File: src/rtl/hazard_fwd_unit.sv
// Forwarding, load-use stall and redirect-flush controller for the in-order
// RISC-V pipeline. Sits beside decode and tracks the destination registers
// of instructions in the downstream stages so that decode can pick
// forwarding sources, or hold when a load result is not yet available.
module hazard_fwd_unit #(
  parameter int FWD_DEPTH    = 2,
  parameter int LOAD_LAT     = 1,
  parameter int FLUSH_CYCLES = 1,
  parameter int FSEL_W       = $clog2(FWD_DEPTH + 1)
) (
  input  logic              clk,
  input  logic              reset_n,
  input  logic              id_valid,
  input  logic [31:0]       id_inst,
  input  logic              redirect,
  output logic [FSEL_W-1:0] fwd_a_sel,
  output logic [FSEL_W-1:0] fwd_b_sel,
  output logic              stall,
  output logic              bubble,
  output logic              flush,
  output logic [31:0]       stall_count
);

  localparam logic [6:0] OP_R     = 7'b0110011;
  localparam logic [6:0] OP_S     = 7'b0100011;
  localparam logic [6:0] OP_B     = 7'b1100011;
  localparam logic [6:0] OP_IMM   = 7'b0010011;
  localparam logic [6:0] OP_LOAD  = 7'b0000011;
  localparam logic [6:0] OP_JALR  = 7'b1100111;
  localparam logic [6:0] OP_CSR   = 7'b1110011;
  localparam logic [6:0] OP_LUI   = 7'b0110111;
  localparam logic [6:0] OP_AUIPC = 7'b0010111;
  localparam logic [6:0] OP_JAL   = 7'b1101111;

  // Extra FLUSH-state cycles after the redirect cycle, which flushes on its own.
  localparam logic [2:0] FLUSH_RELOAD = 3'(FLUSH_CYCLES - 1);

  typedef enum logic {RUN, FLUSH} state_t;

  // ---------------------------------------------------------------------
  // Decode of the instruction in ID
  // ---------------------------------------------------------------------
  logic [6:0] opcode;
  logic [4:0] rd;
  logic [4:0] rs1;
  logic [4:0] rs2;
  logic       csr_imm;
  logic       use_rs1;
  logic       use_rs2;
  logic       writes_rd;
  logic       is_load;
  logic       inst_unused;

  assign opcode      = id_inst[6:0];
  assign rd          = id_inst[11:7];
  assign csr_imm     = id_inst[14];
  assign rs1         = id_inst[19:15];
  assign rs2         = id_inst[24:20];
  assign inst_unused = ^{id_inst[31:25], id_inst[13:12]};

  // Classify operand usage and register writing by opcode.
  always_comb begin
    use_rs1   = 1'b0;
    use_rs2   = 1'b0;
    writes_rd = 1'b0;
    is_load   = 1'b0;
    case (opcode)
      OP_R: begin
        use_rs1   = 1'b1;
        use_rs2   = 1'b1;
        writes_rd = 1'b1;
      end
      OP_S, OP_B: begin
        use_rs1 = 1'b1;
        use_rs2 = 1'b1;
      end
      OP_IMM, OP_JALR: begin
        use_rs1   = 1'b1;
        writes_rd = 1'b1;
      end
      OP_LOAD: begin
        use_rs1   = 1'b1;
        writes_rd = 1'b1;
        is_load   = 1'b1;
      end
      OP_CSR: begin
        use_rs1   = ~csr_imm;
        writes_rd = 1'b1;
      end
      OP_LUI, OP_AUIPC, OP_JAL: begin
        writes_rd = 1'b1;
      end
      default: ;
    endcase
  end

  // ---------------------------------------------------------------------
  // Scoreboard of in-flight destinations, entry k = stage k
  // ---------------------------------------------------------------------
  logic [FWD_DEPTH:1] sb_valid;
  logic [FWD_DEPTH:1] sb_load;
  logic [4:0]         sb_rd [1:FWD_DEPTH];
  logic               issue;

  assign issue = id_valid & ~stall & ~flush & writes_rd & (rd != 5'd0);

  // Entry 1 captures the issuing instruction; stalls and flushes insert a hole.
  always_ff @(posedge clk or negedge reset_n) begin
    if (!reset_n) begin
      sb_valid[1] <= 1'b0;
      sb_load[1]  <= 1'b0;
      sb_rd[1]    <= '0;
    end else begin
      sb_valid[1] <= issue;
      sb_load[1]  <= is_load;
      sb_rd[1]    <= rd;
    end
  end

  for (genvar k = 2; k <= FWD_DEPTH; k++) begin : g_shift
    // Older entries advance one stage every clock.
    always_ff @(posedge clk or negedge reset_n) begin
      if (!reset_n) begin
        sb_valid[k] <= 1'b0;
        sb_load[k]  <= 1'b0;
        sb_rd[k]    <= '0;
      end else begin
        sb_valid[k] <= sb_valid[k-1];
        sb_load[k]  <= sb_load[k-1];
        sb_rd[k]    <= sb_rd[k-1];
      end
    end
  end

  // ---------------------------------------------------------------------
  // Youngest-match search; chains run from the oldest stage towards stage 1
  // so the smallest matching k ends up at the head of each chain.
  // ---------------------------------------------------------------------
  logic [FSEL_W-1:0]    chain_a_sel [1:FWD_DEPTH+1];
  logic [FSEL_W-1:0]    chain_b_sel [1:FWD_DEPTH+1];
  logic [FWD_DEPTH+1:1] chain_a_haz;
  logic [FWD_DEPTH+1:1] chain_b_haz;
  logic [FWD_DEPTH:1]   hit_a;
  logic [FWD_DEPTH:1]   hit_b;

  assign chain_a_sel[FWD_DEPTH+1] = '0;
  assign chain_b_sel[FWD_DEPTH+1] = '0;
  assign chain_a_haz[FWD_DEPTH+1] = 1'b0;
  assign chain_b_haz[FWD_DEPTH+1] = 1'b0;

  for (genvar k = 1; k <= FWD_DEPTH; k++) begin : g_pick
    localparam logic LOAD_EARLY = (k <= LOAD_LAT);
    assign hit_a[k]       = sb_valid[k] && (sb_rd[k] == rs1);
    assign hit_b[k]       = sb_valid[k] && (sb_rd[k] == rs2);
    assign chain_a_sel[k] = hit_a[k] ? FSEL_W'(k) : chain_a_sel[k+1];
    assign chain_b_sel[k] = hit_b[k] ? FSEL_W'(k) : chain_b_sel[k+1];
    assign chain_a_haz[k] = hit_a[k] ? (sb_load[k] & LOAD_EARLY) : chain_a_haz[k+1];
    assign chain_b_haz[k] = hit_b[k] ? (sb_load[k] & LOAD_EARLY) : chain_b_haz[k+1];
  end

  logic a_live;
  logic b_live;
  logic haz_a;
  logic haz_b;

  // Operand qualifiers: only used, non-x0 sources can forward or stall.
  always_comb begin
    a_live = use_rs1 && (rs1 != 5'd0);
    b_live = use_rs2 && (rs2 != 5'd0);
    haz_a  = a_live && chain_a_haz[1];
    haz_b  = b_live && chain_b_haz[1];
  end

  // ---------------------------------------------------------------------
  // Redirect flush FSM
  // ---------------------------------------------------------------------
  state_t     state;
  state_t     state_nxt;
  logic [2:0] flush_cnt;
  logic [2:0] flush_cnt_nxt;

  // State and remaining-flush counter registers.
  always_ff @(posedge clk or negedge reset_n) begin
    if (!reset_n) begin
      state     <= RUN;
      flush_cnt <= '0;
    end else begin
      state     <= state_nxt;
      flush_cnt <= flush_cnt_nxt;
    end
  end

  // Redirect (re)loads the count; FLUSH counts down and then drops to RUN.
  always_comb begin
    state_nxt     = state;
    flush_cnt_nxt = flush_cnt;
    if (redirect) begin
      flush_cnt_nxt = FLUSH_RELOAD;
      state_nxt     = (FLUSH_RELOAD != 3'd0) ? FLUSH : RUN;
    end else if (state == FLUSH) begin
      flush_cnt_nxt = flush_cnt - 3'd1;
      if (flush_cnt <= 3'd1) begin
        state_nxt = RUN;
      end
    end
  end

  // Flush is live in the redirect cycle and through the FLUSH state.
  always_comb begin
    flush = redirect | (state == FLUSH);
  end

  // Pipeline control: flush outranks stall and zeroes the selects.
  always_comb begin
    stall     = (haz_a | haz_b) & ~flush;
    bubble    = flush | stall;
    fwd_a_sel = '0;
    fwd_b_sel = '0;
    if (!flush) begin
      if (a_live && !haz_a) fwd_a_sel = chain_a_sel[1];
      if (b_live && !haz_b) fwd_b_sel = chain_b_sel[1];
    end
  end

  // Saturating count of cycles spent stalled.
  always_ff @(posedge clk or negedge reset_n) begin
    if (!reset_n) begin
      stall_count <= '0;
    end else if (stall && (stall_count != '1)) begin
      stall_count <= stall_count + 32'd1;
    end
  end

endmodule

File: config.mk
export PLATFORM = sky130hd
export DESIGN_NAME = hazard_fwd_unit
export DESIGN_NICKNAME = d
export VERILOG_FILES = /design/src/rtl/hazard_fwd_unit.sv
export SDC_FILE = /design/constraint.sdc
export NUM_CORES = 1
export LEC_CHECK = 0
export CAP_MARGIN = 10
export CORE_MARGIN = 2
export CORE_UTILIZATION = 47
export DETAILED_ROUTE_END_ITERATION = 10
export GPL_TIMING_DRIVEN = 1
export PLACE_DENSITY = 0.8
export SYNTH_ARGS = -nofsm -noshare
export SYNTH_HDL_FRONTEND = slang
export SYNTH_SLANG_ARGS = --single-unit
File: constraint.sdc
create_clock -name clk -period 2.6 [get_ports clk]
set_clock_uncertainty 0.1 [all_clocks]
set_input_delay 0.39 -clock clk [delete_from_list [all_inputs] [get_ports clk]]
set_output_delay 0.39 -clock clk [all_outputs]
set_load 0.03 [all_outputs]
# Word level (Yosys, flattened, before mapping)
# Cells that the tools add are included.
# W data, S select, Z words.
# totals
elab_cells	76
in_bits	36
reg_bits	49
# op_classes
add_sub_neg	2
n_bitwise	11
n_mux	19
magnitude_cmp	1
reduce_logical	20
eq_ne	15
# ops
op	n
$add A32 B1 Y32 const B	1
$ne A32 B32 Y1 const B	1
$eq A7 B7 Y1 const B	4
$eq A7 B6 Y1 const B	3
$eq A5 B5 Y1	4
$mux W2	8
$reduce_bool A5 Y1	3
$eq A7 B5 Y1 const B	2
$logic_and A1 B1 Y1	11
$mux W1	8
$reduce_or A8 Y1	1
$eq A7 B2 Y1 const B	1
$mux W3	2
$reduce_or A6 Y1	1
$and A1 B1 Y1	5
$le A3 B1 Y1 const B	1
$not A1 Y1	3
$or A1 B1 Y1	3
$reduce_or A3 Y1	1
$sub A3 B1 Y3 const B	1
$logic_not A1 Y1	2
$pmux W1 S2	1
$reduce_bool A2 Y1	1

# Logic depth before layout (Yosys ltp)
# logic_depth
depth_word	12
ltp_mapped	9
ltp_nobuf	8

# Worst setup path after synthesis
# Ideal clock, no wire load.
# synth_path
path_kind	register to output
start	reg state
end	out fwd_b_sel[0]
stages_incl_launch_ff	4
setup_slack_ns	0.076
t_arrival_ns	2.034
path_buffers	0
cell_sequence	dfrtp_1 nor2_1 inv_1 nor4_1
# synth_via
elab_chain_len	2
# synth_lines
item	line	rtl
start, declared	177	state_t state;
start signal, assigned	188	state <= state_nxt;
$or A1 B1 Y1	210	flush = redirect | (state == FLUSH);
named net flush	20	output logic flush,
$mux W2	219	if (!flush) begin
end, declared	17	output logic [FSEL_W-1:0] fwd_b_sel,
# The timed path passes the listed nets, and every way through them passes these cells.

# Worst setup path in the final report
# layout_path
start	in id_inst[16]
end	out stall
# layout_via
elab_chain_len	6
elab_cells_between_ends	8
cone_classes	eq/ne: 1; mux: 1; bitwise: 2; reduce/logical: 4
# layout_lines
item	line	rtl
start, declared	14	input logic [31:0] id_inst,
$eq A5 B5 Y1	153	assign hit_a[k] = sb_valid[k] && (sb_rd[k] == rs1);
$logic_and A1 B1 Y1	153	
$mux W1	157	assign chain_a_haz[k] = hit_a[k] ? (sb_load[k] & LOAD_EARLY) : chain_a_haz[k+1];
$logic_and A1 B1 Y1 *	170	haz_a = a_live && chain_a_haz[1];
$or A1 B1 Y1 *	215	stall = (haz_a | haz_b) & ~flush;
$and A1 B1 Y1 *	215	
end, declared	18	output logic stall,
# Mark *: on every way between the ends. The rest lies on a longest branch, timed or not.

==> metrics.cfg <==
[status]
status=finished, violations left
violations=hold timing

[logic_synthesis]
synth_warnings=0
synth_edf_count=0
synth_seq_cells=49
synthTopCellsByArea=dfrtp_1 49%, xnor2_1 12%, xor2_1 6.7%
synth_top_cell_by_area=dfrtp_1
synth_cell_types=34
synthArstFlopShare=1.00
synth_top_area_frac=0.494
syn_avg_cell_area_sq_um=10.9
synth.most_common_cell=dfrtp_1
syn_area_sq_mm=0.00248
synth_cells=227
synthFlopType=dfrtp_1
synth_common_cells=49 x dfrtp_1, 33 x xnor2_1, 19 x nand4_1, 19 x xor2_1, 17 x nand3_1
synth-seq-area-share=0.494
synth.net_count=266

[power_and_ir_drop]
p_sw_w=0.000335
power.internal_w=0.00103
switching_share=0.245
leakagePower_nw=1.53
power.density_mw_per_mm2=389
clkPwrFrac=0.331
pwr-share-comb=0.099
peakVddDrop_uv=292
power_frac_seq=0.570

[cts]
root_buffer=clkbuf_8
clk_latency_ns=0.30
cts_tree=yes
clock_sinks=49
postCtsHoldBufs=0
path_clk_slew_ns=0.09
htreeDepth=2
cts.path.max_buffers=2
cts_buffers=5

[placement]
port_buffers=65
hpwl_microns=4170
placed_area_sq_mm=0.00335
place.gp.congestion=0.835

[layout]
area_growth_pct=41.6
fin_nets=357
utilization=0.688
fin_area_sq_mm=0.00352
fillers=396
layout-drive-gt1-share=0.172
antenna_cells=0

[detailed_routing]
avgRoutedWirePerCell_microns=14.2
drcViolationCount=0
wirelength_microns=5510
drt-pass1-iter-count=4
via_per_inst=5.24
ant_nets=0
dr_total_vias=2040
drt-initial-drc-count=134

[timing]
min_period_over_period=0.971
min_period_ns=2.52
slew_headroom=0.599
max_freq_ghz=0.396
hold_viol_final=25
final-setup-viol-count=0
hold_ws_ns=-0.0157
tightestPinTransition_ns=0.601
slew_violations=0
finalSetupTns_ns=0

[worst_setup_path]
criticalPathCategory=input pin to primary output
cp_max_fo=5
end_kind=primary output
start_kind=input pin
worstPathArrival_ns=2.03
cp.required_ns=2.11

[flow_run]
maxCapViolCount=0

[die]
row_count=26
die_w_microns=76.7
start_util=0.486
dieArea_sq_mm=0.00588
core_sq_mm=0.00511
die_h_microns=76.7
num_io_pins=75

[hold_path]
hold_class=input pin to asynchronous set/reset pin

[global_route]
grt_first_pass_wirelength_microns=9200
grt.overflow.total=0
gr-usage-all-layers=0.195
first_global_vias=2024
antenna_found_initial=0
grt_max_degree=27

-- path summary, 6_finish.rpt --
kind	end	slack, ns	start	depth (start not counted)
max	stall	0.08	id_inst[16]	8
min	stall_count[20]	-0.02	reset_n	1
max reg2reg	stall_count[1]	0.22	stall_count[2]	7
min reg2reg	sb_rd[4]	0.34	sb_rd[9]	0
max in group asynchronous	stall_count[10]	1.88	reset_n	2
min in group clk	sb_rd[4]	0.34	sb_rd[9]	0
-- per-stage QoR --
stage	std cells	hold WS, ns	worst slack, ns	power, W
floorplan	227	-0.00559	0.0757	0.000831
global placement	379	0.310	-0.0343	0.000921
detailed placement	379	0.301	-0.0348	0.000924
CTS	388	0.00110	0.0156	0.00137
global route	389	0.0177	-0.0219	0.00142
finish	389	-0.0157	0.0765	0.00137
-- power groups by stage --
stage	logic, W	clock network (W)	registers, W
after floorplan	0.0000392	0	0.000792
after global placement	0.000127	0	0.000793
after detailed placement	0.000130	0	0.000794
after CTS	0.000131	0.000465	0.000779
after global routing	0.000149	0.000490	0.000780
final	0.000136	0.000452	0.000779
-- layout by cell type (no fill, tap or decap), types with 2 or more instances in the layout --
cell             Yosys  final
clkdlybuf4s50_1      0     50
dfrtp_1             49     49
xnor2_1             33     33
buf_4                0     24
nand4_1             19     19
xor2_1              19     19
nand3_1             17     17
nor2_1              15     15
nand2_1             13     11
and3_1               8      8
dlymetal6s2s_1       0      6
inv_1                5      5
nor3_1               7      5
clkbuf_8             0      5
a21oi_1              4      4
nor3b_2              1      3
nor4_1               5      3
ha_1                 3      3
nand2_2              0      2
nor3_2               1      2
nor4_2               0      2
nor3b_1              4      2
o2111ai_1            2      2
nor4_4               2      2
mux2_2               2      2
and2_1               2      2
dlygate4sd2_1        0      2
buf_12               0      2
-- flip-flops by register name (all words and copies together) (netlist names) --
signal,count
state,1
flush_cnt,3
sb_load,1
stall_count,32
sb_rd,10
sb_valid,2
-- kinds of logic after synthesis --
| family | after synthesis | synth area share |
|---|---|---|
| xor gates and xnor gates | 52 | 0.183 |
| adders and majority gates | 3 | 0.0151 |
| AOI/OAI and AO/OA | 12 | 0.0373 |
| DFF | 49 | 0.494 |
| and+or+nand+nor | 101 | 0.240 |
| buffers and inverters | 7 | 0.0166 |
| muxes | 3 | 0.0131 |
-- metal layers --
layer / vias up / global-route usage / wire length [microns]
li1: 992 / - / -
met1: 994 / 0.253 / 2510
met2: 46 / 0.325 / 2710
met3: 8 / 0.0365 / 204
met4: 0 / 0.0727 / 93
met5: - / 0 / 0
-- worst max-delay path, cell delays in order --
cell,delay (ns)
clkdlybuf4s50_1,0.55
nor3_1,0.09
a211oi_2,0.20
o21a_1,0.21
o2bb2a_4,0.17
nand2b_4,0.16
nor2_1,0.09
buf_4,0.16
-- area by class of cell --
| class | instances | area, sq um | area share |
|---|---|---|---|
| Clock buffer | 5 | 68.8 | 0.0196 |
| Multi-Input combinational cell | 171 | 1260 | 0.359 |
| Inverter | 5 | 18.8 | 0.00534 |
| Timing Repair Buffer | 86 | 830 | 0.236 |
| Clock inverter | 3 | 21.3 | 0.00605 |
| Tap cell | 70 | 87.6 | 0.0249 |
| Sequential cell | 49 | 1230 | 0.349 |
-- what timing repair did --
item / 4_1_cts / 5_1_grt
resized for setup: 5 / 14
cloned: 0 / 0
pin swaps: 3 / 5
setup endpoints to repair: 2 / 6
setup buffers: 1 / 1
(Power assumes the default switching activity.)
